## src/rtl/fpu_operand_loader.sv

```systemverilog
// Assembles two 16-bit FPU operands from four nibble pairs per framed burst.
// Completed pairs are presented to the core with a valid/ready handshake.
module fpu_operand_loader (
  input  logic        clock,
  input  logic        reset,
  input  logic [3:0]  nib_a,
  input  logic [3:0]  nib_b,
  input  logic        sel,
  input  logic        in_en,
  input  logic        op_ready,
  output logic [15:0] op_a,
  output logic [15:0] op_b,
  output logic        op_sel,
  output logic        op_valid,
  output logic        busy,
  output logic        abort,
  output logic [1:0]  dbg_state
);

  // Handshake: a pair transfers on an edge where op_valid and op_ready are both
  // high; until then op_a/op_b/op_sel hold steady and op_valid stays asserted.
  typedef enum logic [1:0] {IDLE, LEAD, LOAD, HOLD} state_t;

  state_t      state_q, state_d;
  logic [1:0]  cnt_q, cnt_d;
  logic [15:0] sh_a_q, sh_a_d, sh_b_q, sh_b_d;
  logic        sh_sel_q, sh_sel_d;
  logic [15:0] op_a_q, op_a_d, op_b_q, op_b_d;
  logic        op_sel_q, op_sel_d;
  logic        op_valid_q, op_valid_d;
  logic        busy_q, busy_d;
  logic        abort_q, abort_d;
  logic        en_prev_q, en_prev_d;
  logic [15:0] asm_a, asm_b;

  // Shadows with the current nibble merged in at the counter position.
  always_comb begin
    asm_a = sh_a_q;
    asm_b = sh_b_q;
    case (cnt_q)
      2'd0: begin asm_a[3:0]   = nib_a; asm_b[3:0]   = nib_b; end
      2'd1: begin asm_a[7:4]   = nib_a; asm_b[7:4]   = nib_b; end
      2'd2: begin asm_a[11:8]  = nib_a; asm_b[11:8]  = nib_b; end
      default: begin asm_a[15:12] = nib_a; asm_b[15:12] = nib_b; end
    endcase
  end

  always_comb begin
    state_d    = state_q;
    cnt_d      = cnt_q;
    sh_a_d     = sh_a_q;
    sh_b_d     = sh_b_q;
    sh_sel_d   = sh_sel_q;
    op_a_d     = op_a_q;
    op_b_d     = op_b_q;
    op_sel_d   = op_sel_q;
    op_valid_d = op_valid_q;
    abort_d    = 1'b0;
    en_prev_d  = in_en;

    if (op_valid_q && op_ready) op_valid_d = 1'b0;

    case (state_q)
      IDLE: begin
        if (in_en && !en_prev_q) begin
          state_d  = LEAD;
          sh_sel_d = sel;
        end
      end
      LEAD: begin
        if (in_en) begin
          state_d = LOAD;
          cnt_d   = 2'd0;
        end else begin
          state_d = IDLE;
          abort_d = 1'b1;
        end
      end
      LOAD: begin
        if (in_en) begin
          sh_a_d = asm_a;
          sh_b_d = asm_b;
          cnt_d  = cnt_q + 2'd1;
          if (cnt_q == 2'd3) begin
            state_d = HOLD;
            // A still-pending, unaccepted pair wins over the new frame.
            if (op_valid_q && !op_ready) begin
              abort_d = 1'b1;
            end else begin
              op_a_d     = asm_a;
              op_b_d     = asm_b;
              op_sel_d   = sh_sel_q;
              op_valid_d = 1'b1;
            end
          end
        end else begin
          state_d = IDLE;
          abort_d = 1'b1;
        end
      end
      default: begin
        if (!in_en) state_d = IDLE;
      end
    endcase

    busy_d = (state_d != IDLE) || op_valid_d;
  end

  always_ff @(posedge clock or posedge reset) begin
    if (reset) begin
      state_q    <= IDLE;
      cnt_q      <= 2'd0;
      sh_a_q     <= 16'h0;
      sh_b_q     <= 16'h0;
      sh_sel_q   <= 1'b0;
      op_a_q     <= 16'h0;
      op_b_q     <= 16'h0;
      op_sel_q   <= 1'b0;
      op_valid_q <= 1'b0;
      busy_q     <= 1'b0;
      abort_q    <= 1'b0;
      en_prev_q  <= 1'b0;
    end else begin
      state_q    <= state_d;
      cnt_q      <= cnt_d;
      sh_a_q     <= sh_a_d;
      sh_b_q     <= sh_b_d;
      sh_sel_q   <= sh_sel_d;
      op_a_q     <= op_a_d;
      op_b_q     <= op_b_d;
      op_sel_q   <= op_sel_d;
      op_valid_q <= op_valid_d;
      busy_q     <= busy_d;
      abort_q    <= abort_d;
      en_prev_q  <= en_prev_d;
    end
  end

  assign op_a      = op_a_q;
  assign op_b      = op_b_q;
  assign op_sel    = op_sel_q;
  assign op_valid  = op_valid_q;
  assign busy      = busy_q;
  assign abort     = abort_q;
  assign dbg_state = state_q;

endmodule
```

## config.mk

```make
export PLATFORM = sky130hd
export DESIGN_NAME = fpu_operand_loader
export DESIGN_NICKNAME = d
export VERILOG_FILES = /design/src/rtl/fpu_operand_loader.sv
export SDC_FILE = /design/constraint.sdc
export NUM_CORES = 1
export LEC_CHECK = 0
export ABC_AREA = 1
export BUFFER_PORTS_ARGS = -buffer_cell sky130_fd_sc_hd__clkbuf_2
export CAP_MARGIN = 20
export CORE_UTILIZATION = 55
export CTS_CLUSTER_DIAMETER = 150
export DETAILED_ROUTE_END_ITERATION = 6
export GPL_TIMING_DRIVEN = 0
export PLACE_DENSITY = 0.78
export SYNTH_ARGS = -nofsm -noshare
export SYNTH_HDL_FRONTEND = slang
export SYNTH_SLANG_ARGS = --single-unit
```

## constraint.sdc

```tcl
create_clock -name clock -period 3.8 [get_ports clock]
set_input_delay 0.76 -clock clock [delete_from_list [all_inputs] [get_ports clock]]
set_output_delay 0.76 -clock clock [all_outputs]
set_load 0.05 [all_outputs]
```

# == Yosys cells after proc, flatten, opt, wreduce, memory -nomap -nowiden ==
# Index checks and enable logic that the tools add are counted.
# word_totals
regBits,74
output_inout_bits,38
wordCells,63
# op_classes
n_addsub,1
eq_ne,7
mux,27
bitwise_logic,1
n_reduce_logical,15
# op_table
op,n
$mux W4,8
$mux W2,7
$mux W1,9
$eq A2 B2 Y1 const B,3
$pmux W2 S3,1
$eq A2 B1 Y1 const B,2
$logic_not A2 Y1,2
$ne A2 B2 Y1 const B,2
$pmux W2 S2,1
$reduce_and A2 Y1,2
$reduce_and A4 Y1,1
$reduce_bool A2 Y1,2
$logic_and A1 B1 Y1,3
$reduce_and A3 Y1,1
$reduce_or A3 Y1,1
$add A2 B1 Y2 const B,1
$logic_not A1 Y1,2
$pmux W1 S2,1
$logic_or A1 B1 Y1,1
$not A1 Y1,1

# == Longest topological paths before layout ==
# Gate-level depths: netlist (run 1).
# logic_depth
word_depth,7
depth_mapped,9
mapped_depth_nobuf,8

# == Least setup slack after synthesis (run 1) ==
# Ideal clock, no wire load.
# synth_timing
path_type,flip-flop to flip-flop
start,reg state_q[0] (netlist: dbg_state[0])
end,reg busy_q (netlist: busy)
arrival_time_ps,1732
t_required_ps,3669
path_slack_ps,1937
path_stages_with_launch,9
period_less_slack_ps,1863
path_cell_list,dfrtp_1 inv_1 ha_1 nand2_2 clkinv_1 nand2_1 nand3_1 a21oi_1 nand3_1
# synth_between
elab_chain_cells,5
# synth_rtl
element,line,rtl
start: declaration,24,"state_t state_q, state_d;"
start signal: assignment,124,state_q <= state_d;
$mux W2,84,if (cnt_q == 2'd3) begin
$mux W2,80,if (in_en) begin
$pmux W2 S3,63,case (state_q)
$reduce_bool A2 Y1,106,busy_d = (state_d != IDLE) || op_valid_d;
$logic_or A1 B1 Y1 (*),106,
via busy_d,31,"logic busy_q, busy_d;"
end signal: assignment,133,busy_q <= busy_d;
end: declaration,31,
# The timed path passes the listed nets; every way through them passes the cells marked *.
# A chain may end at the register's enable or synchronous reset.

# == Worst setup path in the final report (run 1) ==
# layout_timing
start,reg state_q[0] (netlist: dbg_state[0])
end,out dbg_state[0]
# layout_lines
element,line,rtl
end: declaration,17,output logic [1:0] dbg_state
# No word-level cell between the ends.

==> results of run 1 <==
==> state kept, by name (all words and copies together), names as in the netlist, 2 cells and up <==
signal / cells
op_a: 16
op_b: 16
sh_a_q: 16
sh_b_q: 16
cnt_q: 2
dbg_state: 2
==> worst max path at each step <==
stage	slack, ps	from	cells past startpoint	to
global placement	330	reset	2	op_a[1]
floorplan	1160	reset	1	abort
detailed placement	1880	in_en	8	op_b[14]
finish	1940	dbg_state[0]	1	dbg_state[0]
global route	1840	dbg_state[0]	7	sh_b_q[0]
CTS	1930	dbg_state[0]	1	dbg_state[0]
==> per-layer routing <==
layer	GRT usage	part of all wire	wire, µm	vias to the layer above
met5	0	0	0	-
met4	0.123	0.020	148	0
met3	0.0398	0.054	402	14
met2	0.401	0.48	3540	98
met1	0.349	0.45	3320	1333
li1	-	-	-	1350
==> cell usage after synthesis <==
| library cell | count |
|---|---|
| mux2_2 | 1 |
| nand2_2 | 1 |
| nand2_4 | 1 |
| clkinv_1 | 1 |
| a21boi_0 | 1 |
| nand2_1 | 177 |
| dfrtp_1 | 74 |
| nor2_1 | 11 |
| nor2_8 | 1 |
| a31oi_2 | 7 |
| nand3_1 | 5 |
| clkinv_4 | 1 |
| buf_2 | 4 |
| o21bai_1 | 1 |
| buf_4 | 5 |
| buf_8 | 1 |
| a31oi_1 | 1 |
| inv_1 | 37 |
| o21ai_0 | 50 |
| inv_2 | 2 |
| a21oi_1 | 2 |
| ha_1 | 8 |
| clkbuf_1 | 6 |
==> layout make-up <==
class / count / area (µm²) / share of cell area
Clock buffer: 12 / 165 / 0.0419
Tap cell: 75 / 93.8 / 0.0238
Timing Repair Buffer: 50 / 250 / 0.0635
Inverter: 41 / 161 / 0.0410
Clock inverter: 4 / 72.6 / 0.0184
Sequential cell: 74 / 1850 / 0.470
Multi-Input combinational cell: 267 / 1250 / 0.317
Buffer: 16 / 95.1 / 0.0241
==> stage by stage <==
step                      power [mW]  cell area (µm²)
after CTS                       3.67             3940
after global routing            3.89             3940
after floorplan                 2.55             3350
after global placement          2.89             3700
final                           3.66             3940
after detailed placement        2.95             3700
==> where the power goes <==
group / total [mW] / switching, mW / internal (mW)
Sequential: 1.30 / 0.161 / 1.14
Clock: 0.717 / 0.295 / 0.422
Combinational: 1.64 / 1.24 / 0.403
Total: 3.66 / 1.69 / 1.96
==> logic make-up after synthesis <==
group	after synthesis
AND/OR/NAND/NOR	196
buffers and inverters	57
adder cells (fa/ha/maj)	8
AO/OA/AOI/OAI	62
multiplexers	1
flip-flops	74
==> metrics.txt, run 1 <==
vias in the first global route=2577; total of max-cap violations=0; fin util=0.669; Rel. slew slack=0.405; first-pass GRT wire length=12200 µm; Die Footprint=6420 µm²; worst-path fanout max=5; fraction of layout cells with a size suffix above 1=0.196; setup ws final=1940 ps; TritonCTS Buffers=9; Ports=51; commonest cells after routing, fill and taps aside=nand2_1, dfrtp_1, o21ai_0, clkbuf_2, inv_1; RSZ-0062 raised after global routing=no; slowest CP cell=dfrtp_1; status=complete, no violations; Clock Latency Late Sink=360 ps; pwr dens=928 nW/µm²; post-synthesis mux area share=0.00336; Sum Neg Setup Slack=0 ps; Die Y=80.1 µm; vias post-DR=2795; Final Cycle Share=0.488; layout filler cell count=485; Root Buffer=clkbuf_8; Syn Area/Cell=8.43 µm²; Final Max Tran Viols=0; Hold Crit Class=reg2reg; worst stage delay on the critical path=430 ps; achievable frequency=539 MHz; post-cts gate resize count=0; commonest non-fill, non-tap cell in the layout=nand2_1; Post-Syn Area=3350 µm²; R2R depth=7; Placer Congestion=0.794; compound-gate portion of the synthesized area=0.110; Total GRT Usage=0.256; R2R setup slack=2000 ps; critical path data required time=3040 ps; Seq/Total Area, Yosys=0.552; final wirelength=7410 µm; post-synthesis net count=419; Cell Count, Final, Fillers Out=539; crit-path cells=clkbuf_2; DRC viols=0; CTS max path bufs=2; CP top delay family=flip-flops; number of routed nets with antenna violations=0; cell taking the most area after synthesis=dfrtp_1; worst path arrival time=1100 ps; area grow syn2layout=17.4%; H-tree levels=3; R2R Path Start=dbg_state[0]; Syn. warnings=0; post-synthesis simple-gate area fraction=0.229; final setup vio count=0; Fin. Hold Viols=0; Post-CTS Setup Bufs=0; Slew @ Worst Pin=892 ps; port bufs=50; Post-Synth Adder-Cell Area=0.0298; Syn Inst Count=398; Routed wire per std cell=13.8 µm; CTS sink cnt=74; main combinational cell family by area after synthesis=simple AND/OR/NAND/NOR gates; Buf/Inv on CP=1; initial antenna violation count=0; post-synthesis cell type count=23; core area=5890 µm²; largest net degree at the start of global routing=75; vias per std cell=5.19; Peak VDD IR=0.514 mV; row count=28; Starting Density=0.570; P_leak=2.10 nW; R2R Path End=sh_a_q[6]; starting DRC count in detailed routing=218; min cycle time layout=1860 ps; Worst Hold Path Cells=2; CP Capture Type=output pin; Die W=80.1 µm; Ant. Diodes=0; register bit total from synthesis=74; clk_skew=4.35 ps; Min-Delay Endpoint=op_sel; TritonCTS clock tree=built; Detail Placement HPWL=5010 µm; top-area cell type share of the netlist area=0.552; most area-consuming cells after synthesis=dfrtp_1, nand2_1, o21ai_0, inv_1, ha_1; first drt pass iteration count=5; CTS clock-pin slew for the worst setup and hold paths=70 ps; HP Start=sh_sel_q; dpl cells=523; grt total ovfl=0; Place WS=1880 ps; XOR/XNOR share of the synthesized area=0; fin nets=480; CP Class=reg2out; Hold Buf Count CTS=0; crit path launch type=register; Min Hold Slack=472 ps
Note: power is estimated with default switching activity, not from simulation.
==> run 2, diff against run 1 <==
ABC_AREA = 0   (was 1)
CORE_UTILIZATION = 50   (was 55)
PLACE_DENSITY = 0.75   (was 0.78)
clock period = 1.6 ns   (was 3.8 ns; I/O delays follow)
==> run 2 against run 1 <==
Effect of this change:
- combinational power is 6% higher
- cell count is 30% lower
- the flow now finishes with violations (negative setup slack)
- sequential cell count is 8 lower
- die area is 3.5% lower
- utilization is 0.93 points higher
- power is 50% higher
- global-route usage is 3.4 points lower
- synthesized area is 12% lower
- critical path depth is 5 higher
- clock power is 120% higher
- setup slack worse by 2000 ps
- critical endpoint is now busy
- via count is 28% lower
==> metrics.txt, run 2 <==
Place WS=-191 ps (-2070 ps); min cycle time layout=1610 ps; Placer Congestion=0.789 (-0.54%); violated checks=negative setup slack; fin util=0.679 (+0.00935); CTS max path bufs=2 (unchanged); Final Cycle Share=1.01; first-pass GRT wire length=10000 µm (-17%); total of max-cap violations=0 (unchanged); Pwr Total=5.48 mW (+50%); area grow syn2layout=28.7%; Seq/Total Area, Yosys=0.562 (+0.00991); setup ws final=-10.4 ps (-1950 ps); layout filler cell count=436 (-10%); port bufs=50 (unchanged); Die W=78.7 µm (-1.8%); Sum Neg Setup Slack=-10.4 ps (-10.4 ps); Async S/R FF share, synth=1.00 (unchanged); CP Capture Type=register; Die Footprint=6190 µm² (-3.5%); CTS sink cnt=66 (-11%); achievable frequency=621 MHz; Post-synth EDFFs=0 (unchanged); grt total ovfl=0 (unchanged); fin nets=322 (-33%); CTS clock-pin slew for the worst setup and hold paths=70 ps (about the same); Clock Latency Late Sink=350 ps (about the same); starting DRC count in detailed routing=118 (-46%); register area=1660 µm² (-11%); largest net degree at the start of global routing=44 (-41%); critical path data required time=1820 ps (-1220 ps); pwr dens=1450 nW/µm² (+56%); top-area cell type share of the netlist area=0.562 (+0.00991); Post-Syn Area=2940 µm² (-12%); TritonCTS Buffers=9 (unchanged); DRC viols=0 (unchanged); initial antenna violation count=0 (unchanged); Commonest cells post-synth=dfrtp_1, nand2_1, mux2_2; number of routed nets with antenna violations=0 (unchanged); area occupied by multi-input gates=1270 µm² (+1.9%); commonest non-fill, non-tap cell in the layout=dfrtp_1; Rel. slew slack=0.633 (+0.228); TritonCTS clock tree=built; status=finished with violations; Fin. Hold Viols=0 (unchanged); Main synth FF type=dfrtp_1; Ant. Diodes=0 (unchanged); fraction of layout cells with a size suffix above 1=0.484 (+0.288); clk_skew=6.17 ps (+1.82 ps); Die Y=78.7 µm (-1.8%); Peak VDD IR=0.886 mV (+73%); worst path arrival time=1830 ps (+730 ps); register bit total from synthesis=66 (-11%); Total GRT Usage=0.222 (-0.0339); P_leak=1.88 nW (-11%); worst-path fanout max=3 (-2); Root Buffer=clkbuf_8; post-synthesis cell type count=25 (+8.7%); commonest cells after routing, fill and taps aside=dfrtp_1, clkbuf_2, nand2_1, mux2_2, mux2i_1; vias in the first global route=1998 (-22%); Min Hold Slack=6.78 ps (-465 ps); Syn Area/Cell=12.9 µm² (+53%); Detail Placement HPWL=3750 µm (-25%); vias per std cell=5.34 (+3.1%); RSZ-0062 raised after global routing=yes; most area-consuming cells after synthesis=dfrtp_1, mux2_2, mux2i_1, mux2_4, o21ai_0; first drt pass iteration count=4 (-1); CP Class=reg2reg; H-tree levels=3 (unchanged); vias post-DR=2020 (-28%); Routed wire per std cell=16.1 µm (+17%); final setup vio count=1 (+1); top-count cell post-synth=dfrtp_1; Hold Crit Class=in2async; Syn Inst Count=228 (-43%); core area=5570 µm² (-5.3%); final wirelength=6090 µm (-18%); Syn. warnings=0 (unchanged); Final Max Tran Viols=0 (unchanged); post-synthesis net count=249 (-41%); Ports=51 (unchanged); Starting Density=0.527 (-0.0427); cell taking the most area after synthesis=dfrtp_1; Slew @ Worst Pin=549 ps (-343 ps); row count=27 (-3.6%); crit path launch type=register
==> run 2: changes by cell type in the layout (fill, tap and decap cells not counted), moves of 11 or more <==
cell / delta
dfrtp_1: -11
inv_1: -30
mux2_2: +24
mux2i_1: +24
nand2_1: -151
o21ai_0: -35
==> run 2: final timing paths <==
path | start | endpoint | slack, ps | depth (start not counted)
setup / recovery | dbg_state[1] | busy | -10 | 6
min in group clock | in_en | en_prev_q | 180 | 1
hold / removal | reset | op_a[0] | 7 | 2
hold reg to reg | op_a[7] | op_a[7] | 480 | 2
max in group asynchronous | reset | dbg_state[1] | 990 | 3
setup reg to reg | dbg_state[1] | busy | -10 | 6
==> run 2: area by class of cell <==
class / instances / area share
multi-input cells: 143 / 0.336
well taps: 72 / 0.0238
clock buffers: 10 / 0.0364
inverters: 9 / 0.00992
clock inverters: 6 / 0.0235
flip-flops and latches: 66 / 0.438
repair buffers: 63 / 0.107
plain buffers: 9 / 0.0255
==> run 2: cell families after synthesis <==
| family | count (synthesis) | share of synthesized area |
|---|---|---|
| flops | 66 | 0.562 |
| compound gates | 36 | 0.0749 |
| simple gates | 41 | 0.0647 |
| fa+ha+maj | 8 | 0.0341 |
| buf+inv | 19 | 0.0409 |
| mux | 58 | 0.223 |
==> run 2: power breakdown <==
part / switching, mW / total [mW] / internal (mW)
logic: 0.981 / 1.74 / 0.758
clock network: 0.658 / 1.58 / 0.922
registers: 0.181 / 2.16 / 1.98
==> run 2: timing repair <==
item / in CTS / in global routing
endpoints found under the hold margin: 0 / 0
setup buffers: 10 / 1
endpoints found under the setup margin: 58 / 58
pin swaps: 2 / 5
resized for setup: 16 / 22
cloned: 1 / 0
hold buffers: 0 / 0
==> run 2: critical path: stages, from the launching register on <==
cell     delay, ps
dfrtp_2        440
ha_4           170
buf_6          110
o21ai_1         60
o21ai_1         80
a32o_2         280
or3_1          340
==> run 2: routing by layer <==
metal  part of all wire  track usage  up-vias
li1                   -            -      945
met1               0.45        0.297     1001
met2               0.49        0.341       62
met3              0.037       0.0407       12
met4              0.024        0.120        0
met5                  0            0        -
==> run 2: metrics by stage <==
stage	cell area [µm²]	cells
after floorplan	2950	228
after global placement	3290	350
after detailed placement	3310	351
after CTS	3710	378
after global routing	3780	378
final	3780	378
